===== src/rtl/mips_defs.sv =====
// Shared P7 MIPS definitions: opcode/funct encodings, fetch address map,
// exception codes and small enums used by the fetch-stage PC logic.
package mips_defs;

  localparam logic [5:0] OP_SPECIAL = 6'b000000;
  localparam logic [5:0] OP_REGIMM  = 6'b000001;
  localparam logic [5:0] OP_J       = 6'b000010;
  localparam logic [5:0] OP_JAL     = 6'b000011;
  localparam logic [5:0] OP_BEQ     = 6'b000100;
  localparam logic [5:0] OP_BNE     = 6'b000101;
  localparam logic [5:0] OP_BLEZ    = 6'b000110;
  localparam logic [5:0] OP_BGTZ    = 6'b000111;

  localparam logic [5:0] FN_JR      = 6'b001000;
  localparam logic [5:0] FN_JALR    = 6'b001001;

  localparam logic [31:0] DEF_PC_RESET   = 32'h0000_3000;
  localparam logic [31:0] DEF_EXC_VECTOR = 32'h0000_4180;
  localparam logic [31:0] DEF_TEXT_LO    = 32'h0000_3000;
  localparam logic [31:0] DEF_TEXT_HI    = 32'h0000_6FFC;

  // ExcCode reported by the F-stage checker when ExcADEL is raised.
  localparam logic [4:0] EXC_ADEL = 5'd4;

  typedef enum logic {
    BD_NORMAL = 1'b0,
    BD_SLOT   = 1'b1
  } bd_state_t;

  typedef enum logic [2:0] {
    NPC_SEQ    = 3'd0,
    NPC_BRANCH = 3'd1,
    NPC_HOLD   = 3'd2,
    NPC_ERET   = 3'd3,
    NPC_EXC    = 3'd4
  } npc_sel_t;

endpackage


===== src/rtl/branch_predecode.sv =====
// Combinational predecode: flags any branch or jump (including jr/jalr and
// the whole REGIMM group) so the following instruction can be marked as BD.
module branch_predecode
  import mips_defs::*;
(
  input  logic [31:0] instr,
  output logic        is_branch
);

  logic [5:0] opcode;
  logic [5:0] funct;
  logic       unused_fields;

  assign opcode        = instr[31:26];
  assign funct         = instr[5:0];
  assign unused_fields = ^instr[25:6];

  always_comb begin
    is_branch = 1'b0;
    case (opcode)
      OP_BEQ, OP_BNE, OP_BLEZ, OP_BGTZ,
      OP_REGIMM, OP_J, OP_JAL: is_branch = 1'b1;
      OP_SPECIAL:              is_branch = (funct == FN_JR) || (funct == FN_JALR);
      default:                 is_branch = 1'b0;
    endcase
  end

endmodule


===== src/rtl/f_pc_unit.sv =====
// Fetch-stage PC unit: next-PC selection, fetch address-error detection and
// the branch-delay-slot flag that travels with the fetched instruction.
module f_pc_unit
  import mips_defs::*;
#(
  parameter logic [31:0] PC_RESET   = DEF_PC_RESET,
  parameter logic [31:0] EXC_VECTOR = DEF_EXC_VECTOR,
  parameter logic [31:0] TEXT_LO    = DEF_TEXT_LO,
  parameter logic [31:0] TEXT_HI    = DEF_TEXT_HI
) (
  input  logic        clk,
  input  logic        reset,
  input  logic        Stall,
  input  logic        BranchTaken,
  input  logic [31:0] BranchTarget,
  input  logic        ExcEnter,
  input  logic        EretTaken,
  input  logic [31:0] EPC,
  input  logic [31:0] Instr,
  output logic [31:0] PC,
  output logic        ExcADEL,
  output logic        IsDelaySlot
);

  logic [31:0] pc_q;
  logic [31:0] pc_next;
  logic [31:0] pc_seq;
  npc_sel_t    npc_sel;
  logic        is_branch_raw;
  logic        is_branch_f;
  bd_state_t   bd_state;
  bd_state_t   bd_next;

  // Redirects from CP0 outrank the stall; a branch only lands when not stalled.
  always_comb begin
    npc_sel = NPC_SEQ;
    if (ExcEnter)         npc_sel = NPC_EXC;
    else if (EretTaken)   npc_sel = NPC_ERET;
    else if (Stall)       npc_sel = NPC_HOLD;
    else if (BranchTaken) npc_sel = NPC_BRANCH;
    else                  npc_sel = NPC_SEQ;
  end

  assign pc_seq = pc_q + 32'd4;

  always_comb begin
    pc_next = pc_seq;
    case (npc_sel)
      NPC_EXC:    pc_next = EXC_VECTOR;
      NPC_ERET:   pc_next = EPC;
      NPC_HOLD:   pc_next = pc_q;
      NPC_BRANCH: pc_next = BranchTarget;
      default:    pc_next = pc_seq;
    endcase
  end

  always_ff @(posedge clk) begin
    if (reset) pc_q <= PC_RESET;
    else       pc_q <= pc_next;
  end

  assign PC      = pc_q;
  assign ExcADEL = (pc_q[1:0] != 2'b00) || (pc_q < TEXT_LO) || (pc_q > TEXT_HI);

  branch_predecode u_predecode (
    .instr     (Instr),
    .is_branch (is_branch_raw)
  );

  // A word fetched from a faulting address is treated as a NOP.
  assign is_branch_f = is_branch_raw && !ExcADEL;

  always_ff @(posedge clk) begin
    if (reset) bd_state <= BD_NORMAL;
    else       bd_state <= bd_next;
  end

  always_comb begin
    bd_next = bd_state;
    case (npc_sel)
      NPC_EXC, NPC_ERET: bd_next = BD_NORMAL;
      NPC_HOLD:          bd_next = bd_state;
      default:           bd_next = is_branch_f ? BD_SLOT : BD_NORMAL;
    endcase
  end

  always_comb begin
    IsDelaySlot = 1'b0;
    if (bd_state == BD_SLOT) IsDelaySlot = 1'b1;
  end

endmodule


===== config.mk =====
export PLATFORM = sky130hd
export DESIGN_NAME = f_pc_unit
export DESIGN_NICKNAME = d
export VERILOG_FILES = /design/src/rtl/mips_defs.sv /design/src/rtl/branch_predecode.sv /design/src/rtl/f_pc_unit.sv
export SDC_FILE = /design/constraint.sdc
export NUM_CORES = 1
export LEC_CHECK = 0
export ABC_AREA = 1
export BUFFER_PORTS_ARGS = -buffer_cell sky130_fd_sc_hd__clkbuf_2
export CAP_MARGIN = 20
export CORE_MARGIN = 4
export CORE_UTILIZATION = 51
export DETAILED_ROUTE_END_ITERATION = 6
export GPL_TIMING_DRIVEN = 0
export PLACE_DENSITY = 0.88
export SYNTH_ARGS = -nofsm -noshare
export SYNTH_HDL_FRONTEND = slang
export SYNTH_SLANG_ARGS = --single-unit

===== constraint.sdc =====
create_clock -name clk -period 1.98 [get_ports clk]
set_input_delay 0.396 -clock clk [delete_from_list [all_inputs] [get_ports clk]]
set_output_delay 0.396 -clock clk [all_outputs]
set_load 0.01 [all_outputs]

=== Word-level counts from Yosys, hierarchy flattened ===
Index checks and enable logic that the tools add are counted.

* Output and inout port bits: 34
* Register bits after elaboration: 33
* Word-level logic and storage cells: 36
* Input bits: 102

* $lt $le $gt $ge: 2
* Add/sub/neg operators: 1
* Multiplexer cells: 9
* Equality and inequality tests: 13
* Reduce and logical (&&, ||, !) cells: 9

{| class="wikitable"
|+ Operator list
! operator !! count
|-
| 32-bit one-hot mux with 4 select lines || 1
|-
| 32-bit by 3-bit adder with 32-bit output, second input constant || 1
|-
| 32-bit by 15-bit greater-than comparator with 1-bit output, second input constant || 1
|-
| 32-bit by 14-bit < comparator with 1-bit output, second input constant || 1
|-
| 6-bit by 3-bit == test with 1-bit output, second input constant || 4
|-
| 6-bit by 2-bit == test with 1-bit output, second input constant || 2
|-
| 6-bit by 4-bit == test with 1-bit output, second input constant || 2
|-
| 7-bit OR reduction || 1
|-
| 3-bit by 2-bit == test with 1-bit output, second input constant || 2
|-
| 6-bit by 1-bit == test with 1-bit output, second input constant || 1
|-
| 6-bit logical NOT || 1
|-
| 2-bit two-way mux || 2
|-
| 1-bit one-hot mux with 2 select lines || 2
|-
| 3-bit by 1-bit == test with 1-bit output, second input constant || 1
|-
| 3-bit == test, second input constant || 1
|-
| 1-bit logical OR || 3
|-
| 1-bit two-way mux || 3
|-
| 3-bit two-way mux || 1
|-
| 2-bit nonzero test || 1
|-
| 2-bit OR reduction || 1
|-
| 1-bit logical AND || 1
|-
| 1-bit logical NOT || 1
|}

=== Depth between registers and ports, before layout ===
* Depth in word-level cells: 7
* Mapped depth: 13
* Gate-level depth less buffers: 13

=== By module ===
From an unflattened synthesis, not the netlist that was laid out.

* Cell total of the unflattened synthesis: 522
* Area total of the unflattened synthesis: 2806.4 um^2

{| class="wikitable"
|+ Modules (own cells, without submodules)
! module !! area each (um^2) !! cells an instance !! times used
|-
| f_pc_unit || 2760.1 || 511 || 1
|-
| branch_predecode || 46.3 || 11 || 1
|}

=== Worst setup path before layout ===
OpenSTA, ideal clock, no wires.

* Path type: flip-flop to flip-flop
* From: reg pc_q[3], in the netlist PC[3]
* To: reg pc_q[30], in the netlist PC[30]
* Cell stages (with the launch flop): 11
* Path buffers: 0
* Data arrival time: 1347 ps
* Setup slack: 514 ps
* Cell sequence: dfxtp_1 > ha_1 > nand2_1 > nor2_1 > nand2_1 > nor2_1 > nand2_1 > nand2_1 > nand2_1 > nand2_1 > a21oi_1

* Cells in the longest elaborated chain, start to end: 2

{| class="wikitable"
|+ RTL lines
! element !! RTL line !! source
|-
| start: declaration || f_pc_unit.sv:25 || <nowiki>logic [31:0] pc_q;</nowiki>
|-
| start signal: assignment || f_pc_unit.sv:59 || <nowiki>else pc_q <= pc_next;</nowiki>
|-
| 32-bit by 3-bit adder with 32-bit output || f_pc_unit.sv:44 || <nowiki>assign pc_seq = pc_q + 32'd4;</nowiki>
|-
| 32-bit one-hot mux with 4 select lines || f_pc_unit.sv:48 || <nowiki>case (npc_sel)</nowiki>
|}

No other way between the ends.
A chain may end at the register's enable or synchronous reset.

=== Final worst setup path ===
* From: reg pc_q[26], in the netlist PC[26]
* To: out ExcADEL

* Cells in the longest elaborated chain, start to end: 3

{| class="wikitable"
|+ RTL lines
! element !! RTL line !! source
|-
| 32-bit by 14-bit < comparator with 1-bit output || f_pc_unit.sv:63 || <nowiki>assign ExcADEL = (pc_q[1:0] != 2'b00) || (pc_q < TEXT_LO) || (pc_q > TEXT_HI);</nowiki>
|-
| 1-bit logical OR || f_pc_unit.sv:63 ||
|-
| 1-bit logical OR (*) || f_pc_unit.sv:63 ||
|-
| end: declaration || f_pc_unit.sv:21 || <nowiki>output logic ExcADEL,</nowiki>
|}

Every way passes the cells marked *; elsewhere a longest branch is shown, timed or not.

==> impl_metrics.sql <==
INSERT INTO impl_metrics (metric_group, metric, value, unit) VALUES
('routing', 'drc_marker_count_from_the_first_detailed_route_iteration', '286', ''),
('global_route', 'pin_count_of_the_biggest_net_entering_global_routing', '11', ''),
('clocking', 'cts_buffer_depth', '2', ''),
('placed_design', 'place_hpwl', '7711', 'um'),
('power_and_ir_drop', 'cellPowerDensity', '547.8', 'nW/um2'),
('yosys', 'ys_async_sr_fraction', '0', ''),
('critical_path', 'worst_setup_path_start_kind', 'flop', ''),
('yosys', 'most_instantiated_library_cell_after_synthesis', 'sky130_fd_sc_hd__nand2_1', ''),
('yosys', 'synth_seq_area_share', '0.2390', ''),
('floorplan', 'width_of_the_chip', '81.62', 'um'),
('floorplan', 'floorplan.die_area', '6661', 'um2'),
('placed_design', 'count_of_buffers_from_port_buffering', '113', ''),
('clocking', 'clk_pin_slew_worst_paths', '0.08', 'ns'),
('finish', 'area_growth_syn_to_layout', '27.84', '%'),
('routing', 'ant_nets', '0', ''),
('yosys', 'synth_enable_flop_cells', '0', ''),
('critical_path', 'timing.rr.end', 'PC[30]$_SDFFE_PP0P_', ''),
('clocking', 'cts_root_buf', 'sky130_fd_sc_hd__clkbuf_8', ''),
('clocking', 'clock_latency_of_the_later_clocked_register_in_the_worst_skew_pair', '0.29', 'ns'),
('critical_path', 'cp-endpoint', 'ExcADEL', ''),
('placed_design', 'gpl.final_weighted_congestion', '0.9615', ''),
('sta', 'final.setup.tns', '0', 'ns'),
('floorplan', 'num_rows', '26', ''),
('power_and_ir_drop', 'power.leakage', '1.749', 'nW'),
('floorplan', 'ioPinCount', '136', ''),
('sta', 'hold_viol', '0', ''),
('clocking', 'tritoncts', 'yes', ''),
('critical_path', 'cp-end-kind', 'primary output', ''),
('routing', 'vias', '3641', ''),
('critical_path', 'setup.worst_path.class', 'reg2out', ''),
('floorplan', 'design.core.area', '5172', 'um2'),
('yosys', 'total_of_flip_flops_plus_latches_after_synthesis', '33', ''),
('sta', 'timing.fmax', '549.8', 'MHz'),
('yosys', 'yosys.area.top_type_share', '0.2757', ''),
('sta', 'finalSetupViolCount', '0', ''),
('critical_path', 'worst_r2r_path_depth', '9', ''),
('status', 'status', 'finished, final reports clean', ''),
('sta', 'whs', '0.3317', 'ns'),
('critical_path', 'cp.required', '1.58', 'ns'),
('yosys', 'synth_area_leader_cell', 'sky130_fd_sc_hd__nand2_1', ''),
('critical_path', 'worst-endpoint-arrival', '1.42', 'ns'),
('clocking', 'tritoncts_num_sinks', '33', ''),
('yosys', 'netlist_top_cells_count', 'sky130_fd_sc_hd__nand2_1 (203), sky130_fd_sc_hd__nor2_1 (65), sky130_fd_sc_hd__inv_1 (42)', ''),
('clocking', 'htree_num_levels', '2', ''),
('sta', 'slew-limit-headroom', '0.6272', ''),
('sta', 'unrepaired_setup_endpoints_after_global_routing', 'false', ''),
('finish', 'antennaDiodeCount', '0', ''),
('routing', 'routed_wire_length_per_instance', '13.85', 'um'),
('floorplan', 'die_y', '81.62', 'um'),
('power_and_ir_drop', 'peakVddDrop', '0.3117', 'mV'),
('global_route', 'number_of_antenna_violations_at_the_first_check_in_global_routing', '0', ''),
('critical_path', 'crit_path_start', 'PC[26]$_SDFFE_PP0P_', ''),
('clocking', 'post_cts_repair_timing_setup_buffer_count', '0', ''),
('sta', 'period_minus_slack', '1.819', 'ns'),
('critical_path', 'rr_startpoint', 'PC[3]$_SDFFE_PP0P_', ''),
('yosys', 'yosys_most_used_dff', 'sky130_fd_sc_hd__dfxtp_1', ''),
('flow_run', 'max_cap_viol_count', '0', ''),
('yosys', 'synthesis.nets', '614', ''),
('routing', 'post_drt_via_cell_ratio', '5.187', ''),
('yosys', 'yosys_warnings', '0', ''),
('sta', 'tightestPinTransition', '0.5592', 'ns'),
('finish', 'final_net_count', '734', ''),
('worst_hold_path', 'worstHoldPathType', 'in2reg', ''),
('yosys', 'synth_area_per_cell', '5.409', 'um2'),
('yosys', 'syn-instance-count', '511', ''),
('sta', 'final.setup_skew', '0.008189', 'ns'),
('clocking', 'numCtsBuffers', '5', ''),
('sta', 'share_of_the_clock_period_used_by_the_worst_path', '0.9186', ''),
('clocking', 'post_cts_resized', '0', ''),
('global_route', 'grt_pass1_vias', '3499', ''),
('yosys', 'post_synth_instance_area', '2764', 'um2');
[worst max-delay path, cell delays in order, from the launching register on]
cell and delay [ns]:
sky130_fd_sc_hd__dfxtp_1 0.38, sky130_fd_sc_hd__inv_1 0.10, sky130_fd_sc_hd__nand4_1 0.10, sky130_fd_sc_hd__nor2_1 0.13, sky130_fd_sc_hd__nand2_1 0.07, sky130_fd_sc_hd__nor2_1 0.17, sky130_fd_sc_hd__inv_1 0.06, sky130_fd_sc_hd__clkbuf_2 0.12
[cells by family (layout without fill, tap and decap cells)]
kind of cell	Yosys count	in the layout	share of synthesized area
adders and majority gates	1	1	0.004526
DFF	33	33	0.2390
xor gates and xnor gates	9	9	0.02852
AOI/OAI and AO/OA	76	76	0.1440
buffers and inverters	66	187	0.1014
and+or+nand+nor	326	326	0.4826
[sequential cells by signal, summed over array words and instances, names as in the netlist]
name / flops
PC: 32
bd_state: 1
[final cells by class]
type	instances	area, um2
Multi-Input combinational cell	412	1823
Fill cell	530	1639
Sequential cell	33	660.6
Timing Repair Buffer	113	565.5
Inverter	48	180.2
Buffer	18	100.1
Tap cell	70	87.58
Clock buffer	7	86.33
Clock inverter	1	30.03
[power by group]
group	switching [W]	internal (W)
Clock	0.000276	0.000411
Combinational	0.000273	0.000196
Sequential	0.0000694	0.000709
[layout by cell type (no fill, tap or decap), drive strengths merged]
cell    Yosys  layout
ha          1       1
o211ai      3       3
o31ai       1       1
bufinv      0       1
nand2     204     204
and2        1       1
xnor2       3       3
xor2        6       6
clkbuf      6     126
o21bai      1       1
nor3        4       4
o21ai      34      34
dfxtp      33      33
a31oi       4       4
nor2       71      71
inv        48      48
nand4       2       2
nand3b      4       4
buf        12      12
a21oi      33      33
nand3      40      40
[worst min path at each step]
stage / slack (ns) / startpoint / to / cells past startpoint
after floorplan: 0.49 / bd_state$_SDFFE_PP0P_ / bd_state$_SDFFE_PP0P_ / 2
after global placement: 0.46 / bd_state$_SDFFE_PP0P_ / bd_state$_SDFFE_PP0P_ / 2
after detailed placement: 0.46 / bd_state$_SDFFE_PP0P_ / bd_state$_SDFFE_PP0P_ / 2
after CTS: 0.33 / EPC[4] / PC[4]$_SDFFE_PP0P_ / 3
after global routing: 0.34 / EPC[4] / PC[4]$_SDFFE_PP0P_ / 3
final: 0.33 / EPC[4] / PC[4]$_SDFFE_PP0P_ / 3
[stage by stage]
step           cells  power, W  setup slack, ns  cell area (um2)
6_report         702  0.001936           0.1612             3533
3_3_place_gp     694  0.001243           0.2573             3417
5_1_grt          702  0.002021          0.01841             3533
3_5_place_dp     694  0.001255           0.2322             3417
4_1_cts          702  0.001928           0.1536             3533
2_1_floorplan    511  0.001045           0.5138             2764
[per-layer routing]
metal	wire (um)	global-route usage
met3	776	0.03399
met2	4540	0.5261
met5	0	0
met1	4231	0.3911
met4	175	0.09302
Power figures use the tool's default switching activity.
